## src/rtl/fir2n_mac_seq.sv

```systemverilog
// Control sequencer for a time-multiplexed fir2n datapath: flushes the sample buffer,
// accepts samples, walks every tap through one shared MAC, then flags each result.
module fir2n_mac_seq #(
  parameter int WIDTH_DATA  = 8,
  parameter int N_TAPS      = 16,
  parameter int LOG2_N_TAPS = 4,
  parameter int MAC_LAT     = 2
) (
  input  logic                   clk,
  input  logic                   rst,
  input  logic [WIDTH_DATA-1:0]  din,
  input  logic                   din_valid,
  output logic                   din_ready,
  output logic                   wr_en,
  output logic [LOG2_N_TAPS-1:0] wr_addr,
  output logic [WIDTH_DATA-1:0]  wr_data,
  output logic [LOG2_N_TAPS-1:0] smp_addr,
  output logic [LOG2_N_TAPS-1:0] coef_addr,
  output logic                   acc_clr,
  output logic                   acc_en,
  output logic                   out_valid,
  output logic                   busy
);

  // state/cnt name the phase the outputs will present in the coming cycle.
  // The single write cycle is issued straight from the IDLE handshake edge,
  // so it needs no state of its own.
  typedef enum logic [2:0] {FLUSH, IDLE, RUN, DRAIN, DONE} state_t;

  localparam logic [LOG2_N_TAPS-1:0] LAST_TAP   = LOG2_N_TAPS'(N_TAPS - 1);
  localparam logic [LOG2_N_TAPS-1:0] LAST_DRAIN = LOG2_N_TAPS'((MAC_LAT == 0) ? 0 : MAC_LAT - 1);
  localparam logic [LOG2_N_TAPS-1:0] ONE        = LOG2_N_TAPS'(1);

  state_t                 state, nxt_state;
  logic [LOG2_N_TAPS-1:0] cnt, nxt_cnt;
  logic [LOG2_N_TAPS-1:0] wr_ptr, nxt_ptr;

  logic                   d_din_ready, d_wr_en, d_acc_clr, d_acc_en, d_out_valid, d_busy;
  logic [LOG2_N_TAPS-1:0] d_wr_addr, d_smp_addr, d_coef_addr;
  logic [WIDTH_DATA-1:0]  d_wr_data;

  // NOTE: every signal gets a default before the case so no path leaves one unassigned (no latches).
  always_comb begin
    nxt_state   = state;
    nxt_cnt     = cnt;
    nxt_ptr     = wr_ptr;
    d_din_ready = 1'b0;
    d_wr_en     = 1'b0;
    d_acc_clr   = 1'b0;
    d_acc_en    = 1'b0;
    d_out_valid = 1'b0;
    d_busy      = 1'b1;
    d_wr_addr   = wr_addr;
    d_wr_data   = wr_data;
    d_smp_addr  = smp_addr;
    d_coef_addr = coef_addr;
    case (state)
      FLUSH: begin
        d_wr_en   = 1'b1;
        d_wr_addr = cnt;
        d_wr_data = '0;
        if (cnt == LAST_TAP) begin
          nxt_state = IDLE;
          nxt_cnt   = '0;
        end else begin
          nxt_cnt = cnt + ONE;
        end
      end
      IDLE: begin
        if (din_ready && din_valid) begin
          d_wr_en   = 1'b1;
          d_wr_addr = wr_ptr;
          d_wr_data = din;
          nxt_state = RUN;
          nxt_cnt   = '0;
        end else begin
          d_din_ready = 1'b1;
          d_busy      = 1'b0;
        end
      end
      RUN: begin
        d_acc_en    = 1'b1;
        d_acc_clr   = (cnt == '0);
        d_coef_addr = cnt;
        d_smp_addr  = wr_ptr - cnt;  // k=0 is the newest sample; wraps mod N_TAPS
        if (cnt == LAST_TAP) begin
          nxt_state = (MAC_LAT == 0) ? DONE : DRAIN;
          nxt_cnt   = '0;
        end else begin
          nxt_cnt = cnt + ONE;
        end
      end
      DRAIN: begin
        if (cnt == LAST_DRAIN) begin
          nxt_state = DONE;
          nxt_cnt   = '0;
        end else begin
          nxt_cnt = cnt + ONE;
        end
      end
      DONE: begin
        d_out_valid = 1'b1;
        nxt_ptr     = wr_ptr + ONE;
        nxt_state   = IDLE;
      end
      default: begin
        nxt_state = FLUSH;
        nxt_cnt   = '0;
      end
    endcase
  end

  // NOTE: sequential state uses non-blocking assignments so all registers update from pre-edge values.
  always_ff @(posedge clk) begin
    if (rst) begin
      state     <= FLUSH;
      cnt       <= '0;
      wr_ptr    <= '0;
      din_ready <= 1'b0;
      wr_en     <= 1'b0;
      wr_addr   <= '0;
      wr_data   <= '0;
      smp_addr  <= '0;
      coef_addr <= '0;
      acc_clr   <= 1'b0;
      acc_en    <= 1'b0;
      out_valid <= 1'b0;
      busy      <= 1'b0;
    end else begin
      state     <= nxt_state;
      cnt       <= nxt_cnt;
      wr_ptr    <= nxt_ptr;
      din_ready <= d_din_ready;
      wr_en     <= d_wr_en;
      wr_addr   <= d_wr_addr;
      wr_data   <= d_wr_data;
      smp_addr  <= d_smp_addr;
      coef_addr <= d_coef_addr;
      acc_clr   <= d_acc_clr;
      acc_en    <= d_acc_en;
      out_valid <= d_out_valid;
      busy      <= d_busy;
    end
  end

endmodule

```

## config.mk

```make
export PLATFORM = sky130hd
export DESIGN_NAME = fir2n_mac_seq
export DESIGN_NICKNAME = d
export VERILOG_FILES = /design/src/rtl/fir2n_mac_seq.sv
export SDC_FILE = /design/constraint.sdc
export NUM_CORES = 1
export LEC_CHECK = 0
export BUFFER_PORTS_ARGS = -buffer_cell sky130_fd_sc_hd__clkbuf_2
export CAP_MARGIN = 20
export CORE_MARGIN = 2
export CORE_UTILIZATION = 40
export DETAILED_ROUTE_END_ITERATION = 8
export GPL_ROUTABILITY_DRIVEN = 1
export PLACE_DENSITY = 0.7
export SLEW_MARGIN = 30
export SYNTH_ARGS = -nofsm -noshare
export SYNTH_HDL_FRONTEND = slang
export SYNTH_SLANG_ARGS = --single-unit
```

## constraint.sdc

```tcl
create_clock -name clk -period 1.91 [get_ports clk]
set_input_delay 0.191 -clock clk [delete_from_list [all_inputs] [get_ports clk]]
set_output_delay 0.191 -clock clk [all_outputs]
set_load 0.01 [all_outputs]
```

==> summary.md <==
| Metric | Value |
|---|---|
| Ports | `37` |
| Sequential Area | `741 um^2` |
| Final wirelength | `3.38 mm` |
| Tcrit/Tclk final | `0.904` |
| GR Overflow Total | `0` |
| Reg clk slew, reported paths | `0.07 ns` |
| Antenna Cells | `0` |
| Worst slew pin tran | `0.459 ns` |
| Async SR Flop Fraction | `0` |
| Critical path buffers and inverters | `1` |
| Peak supply drop | `0.000388 V` |
| H-tree Lvls | `2` |
| First-pass GRT wire length | `6.00 mm` |
| Core outline area | `3940 um^2` |
| Synthesized flop and latch total | `37` |
| TritonCTS clock tree | `done` |
| DRT antenna net count | `0` |
| Post-DP HPWL | `2.43 mm` |
| Largest net degree at the start of global routing | `27` |
| Nets | `244` |
| Startpoint Class | `flip-flop` |
| Initial antenna violation count | `0` |
| Delay-heaviest family, CP | `compound AO/OA/AOI/OAI gates` |
| RSZ-0062 raised after global routing | `false` |
| Setup violators final | `0` |
| Yosys warning count | `0` |
| Main synth FF type | `dfxtp_1` |
| Clock sink count | `37` |
| Max incr delay on CP | `0.42 ns` |
| Initial DRT Pass Iterations | `4` |
| Maximum net fanout on the critical path | `6` |
| Inst Count DP | `268` |
| Multi-input gate area | `787 um^2` |
| TritonCTS Buffers | `5` |
| Max stage delay cell, worst path | `dfxtp_1` |
| DR vias/cell | `5.07` |
| Crit-path cells | `inv_1 > ha_1 > nor2b_1 > o21ai_0 > a21oi_1 > a311o_2` |
| DIE WIDTH | `67.7 um` |
| Worst hold path type | `in -> reg` |
| Share of cells above drive strength 1 | `0.239` |
| CP required | `2.09 ns` |
| Max-slew violation count | `0` |
| GP Congestion | `0.780` |
| Layout fillers | `382` |
| Final Critical Period | `1.73 ns` |
| Die ar. | `4590 um^2` |
| Setup TNS | `0 ns` |
| Tot GR Track Use | `0.177` |
| Fmax | `579 MHz` |
| Remaining DRCs | `0` |
| WL/cell | `12.2 um` |
| Clock latency on the worst-skew pair | `0.29 ns` |
| Post-Syn Nets | `208` |
| CP endpoint kind | `flip-flop` |
| Post-CTS Resized | `0` |
| Site Rows | `23` |
| Syn Std Cell Area | `1620 um^2` |
| Leakage | `0.797 nW` |
| Post-CTS Setup Inserts | `0` |
| Cts hold-fix bufs | `0` |
| Crit path kind | `reg -> reg` |
| Vias | `1,398` |
| Die Ht | `67.7 um` |
| 1st-iter DRT viols | `92` |
| Starting density of the core | `0.412` |
| P&R area growth vs syn | `19.9%` |
| Synth Instances | `189` |
| Register area share after synthesis | `0.456` |
| Slew margin rel. | `0.691` |
| Status | `complete, no violations` |
| EDFF count, synth | `0` |
| MaxCap Viol Count | `0` |
| Clock skew | `0.00334 ns` |
| Syn Area/Cell | `8.59 um^2` |
| Final hold vios | `0` |
| Vias in the first global route | `1,312` |
| IO buf count | `36` |
| Clk root buf | `clkbuf_8` |
| Worst path arrival time | `1.91 ns` |
| Clk buf depth | `2` |
| Pwr/cell area | `760 nW/um^2` |
| Final non-filler cell total | `276` |
| Synth unique cells | `38` |
synthesized netlist by cell type (3+ instances only):
library cell	instances	share of area
dfxtp_1	37	0.46
ha_1	7	0.054
nor2_1	20	0.046
xnor2_1	3	0.016
buf_2	5	0.015
xor2_1	3	0.016
clkbuf_1	6	0.014
inv_1	10	0.023
nand2_1	24	0.055
nor3_1	3	0.0092
nand3_1	11	0.034
o221ai_1	4	0.022
a21oi_1	22	0.068
o21ai_0	4	0.012
cell type report:
class,count,share of cell area
multi-input cells,130,0.404
flip-flops and latches,37,0.380
repair buffers,41,0.112
clock buffers,7,0.0495
well taps,50,0.0321
inverters,10,0.0193
clock inverters,1,0.00257
routing by layer:
layer,GRT usage,vias up,part of all wire
met2,0.276,37,0.45
li1,-,717,-
met1,0.223,637,0.47
met3,0.0533,7,0.059
met5,0,-,0
met4,0.0842,0,0.021
state kept, by name, indices dropped and copies added (netlist names):
name,count
busy,1
acc_en,1
din_ready,1
cnt,4
wr_en,1
state,3
wr_addr,4
coef_addr,4
wr_data,8
acc_clr,1
wr_ptr,4
out_valid,1
smp_addr,4
cells by family after synthesis:
logic type / share of synthesized area
compound gates: 0.159
xor+xnor: 0.0324
fa+ha+maj: 0.0663
buf+inv: 0.0593
flops: 0.456
mux: 0.00616
simple gates: 0.221
through the flow:
step	hold slack [ns]	total power [mW]	area, um^2	utilization	setup WS (ns)
floorplan	0.339	0.864	1620	-	0.327
global placement	0.431	0.896	1850	0.468	0.251
detailed placement	0.445	0.898	1850	0.468	0.199
CTS	0.129	1.50	1950	0.494	0.191
global route	0.148	1.54	1950	0.494	0.00654
finish	0.133	1.48	1950	0.494	0.184
worst min-delay path: cells and delay by family:
family / cells / cell delay [ns]
AOI/OAI and AO/OA: 1 / 0.05
buffers and inverters: 1 / 0.07
and+or+nand+nor: 1 / 0.07
cell usage in the layout, fill, tap and decap left out, types with 2 or more instances in the layout:
cell and instances:
inv_1 10, xor2_1 3, nor3_1 3, nand3_1 11, o21ai_0 4, a21oi_1 22, xnor2_1 3, nand2_1 24
a211oi_1 2, nand2b_1 2, nor2b_1 2, buf_4 5, clkbuf_2 36, a22oi_1 2, and3_1 2, clkbuf_8 7
dfxtp_1 37, nor2_1 20, o221ai_1 4, ha_1 7, nor3b_2 2
where the power goes:
part           switching, mW  internal, mW  total [mW]
sequential            0.0104         0.782       0.793
combinational         0.0483        0.0381      0.0864
clock                  0.274         0.326       0.600
worst paths after layout:
check	startpoint	end	slack, ns	cells after the start
worst min register to register	coef_addr[2]$_SDFFE_PP0P_	coef_addr[2]$_SDFFE_PP0P_	0.46	2
worst min-delay path	din[0]	wr_data[0]$_SDFFE_PP0P_	0.13	3
worst max register to register	cnt[1]$_SDFFE_PP0P_	smp_addr[3]$_SDFFE_PP0P_	0.18	6
worst max-delay path	cnt[1]$_SDFFE_PP0P_	smp_addr[3]$_SDFFE_PP0P_	0.18	6
(Power assumes the default switching activity.)
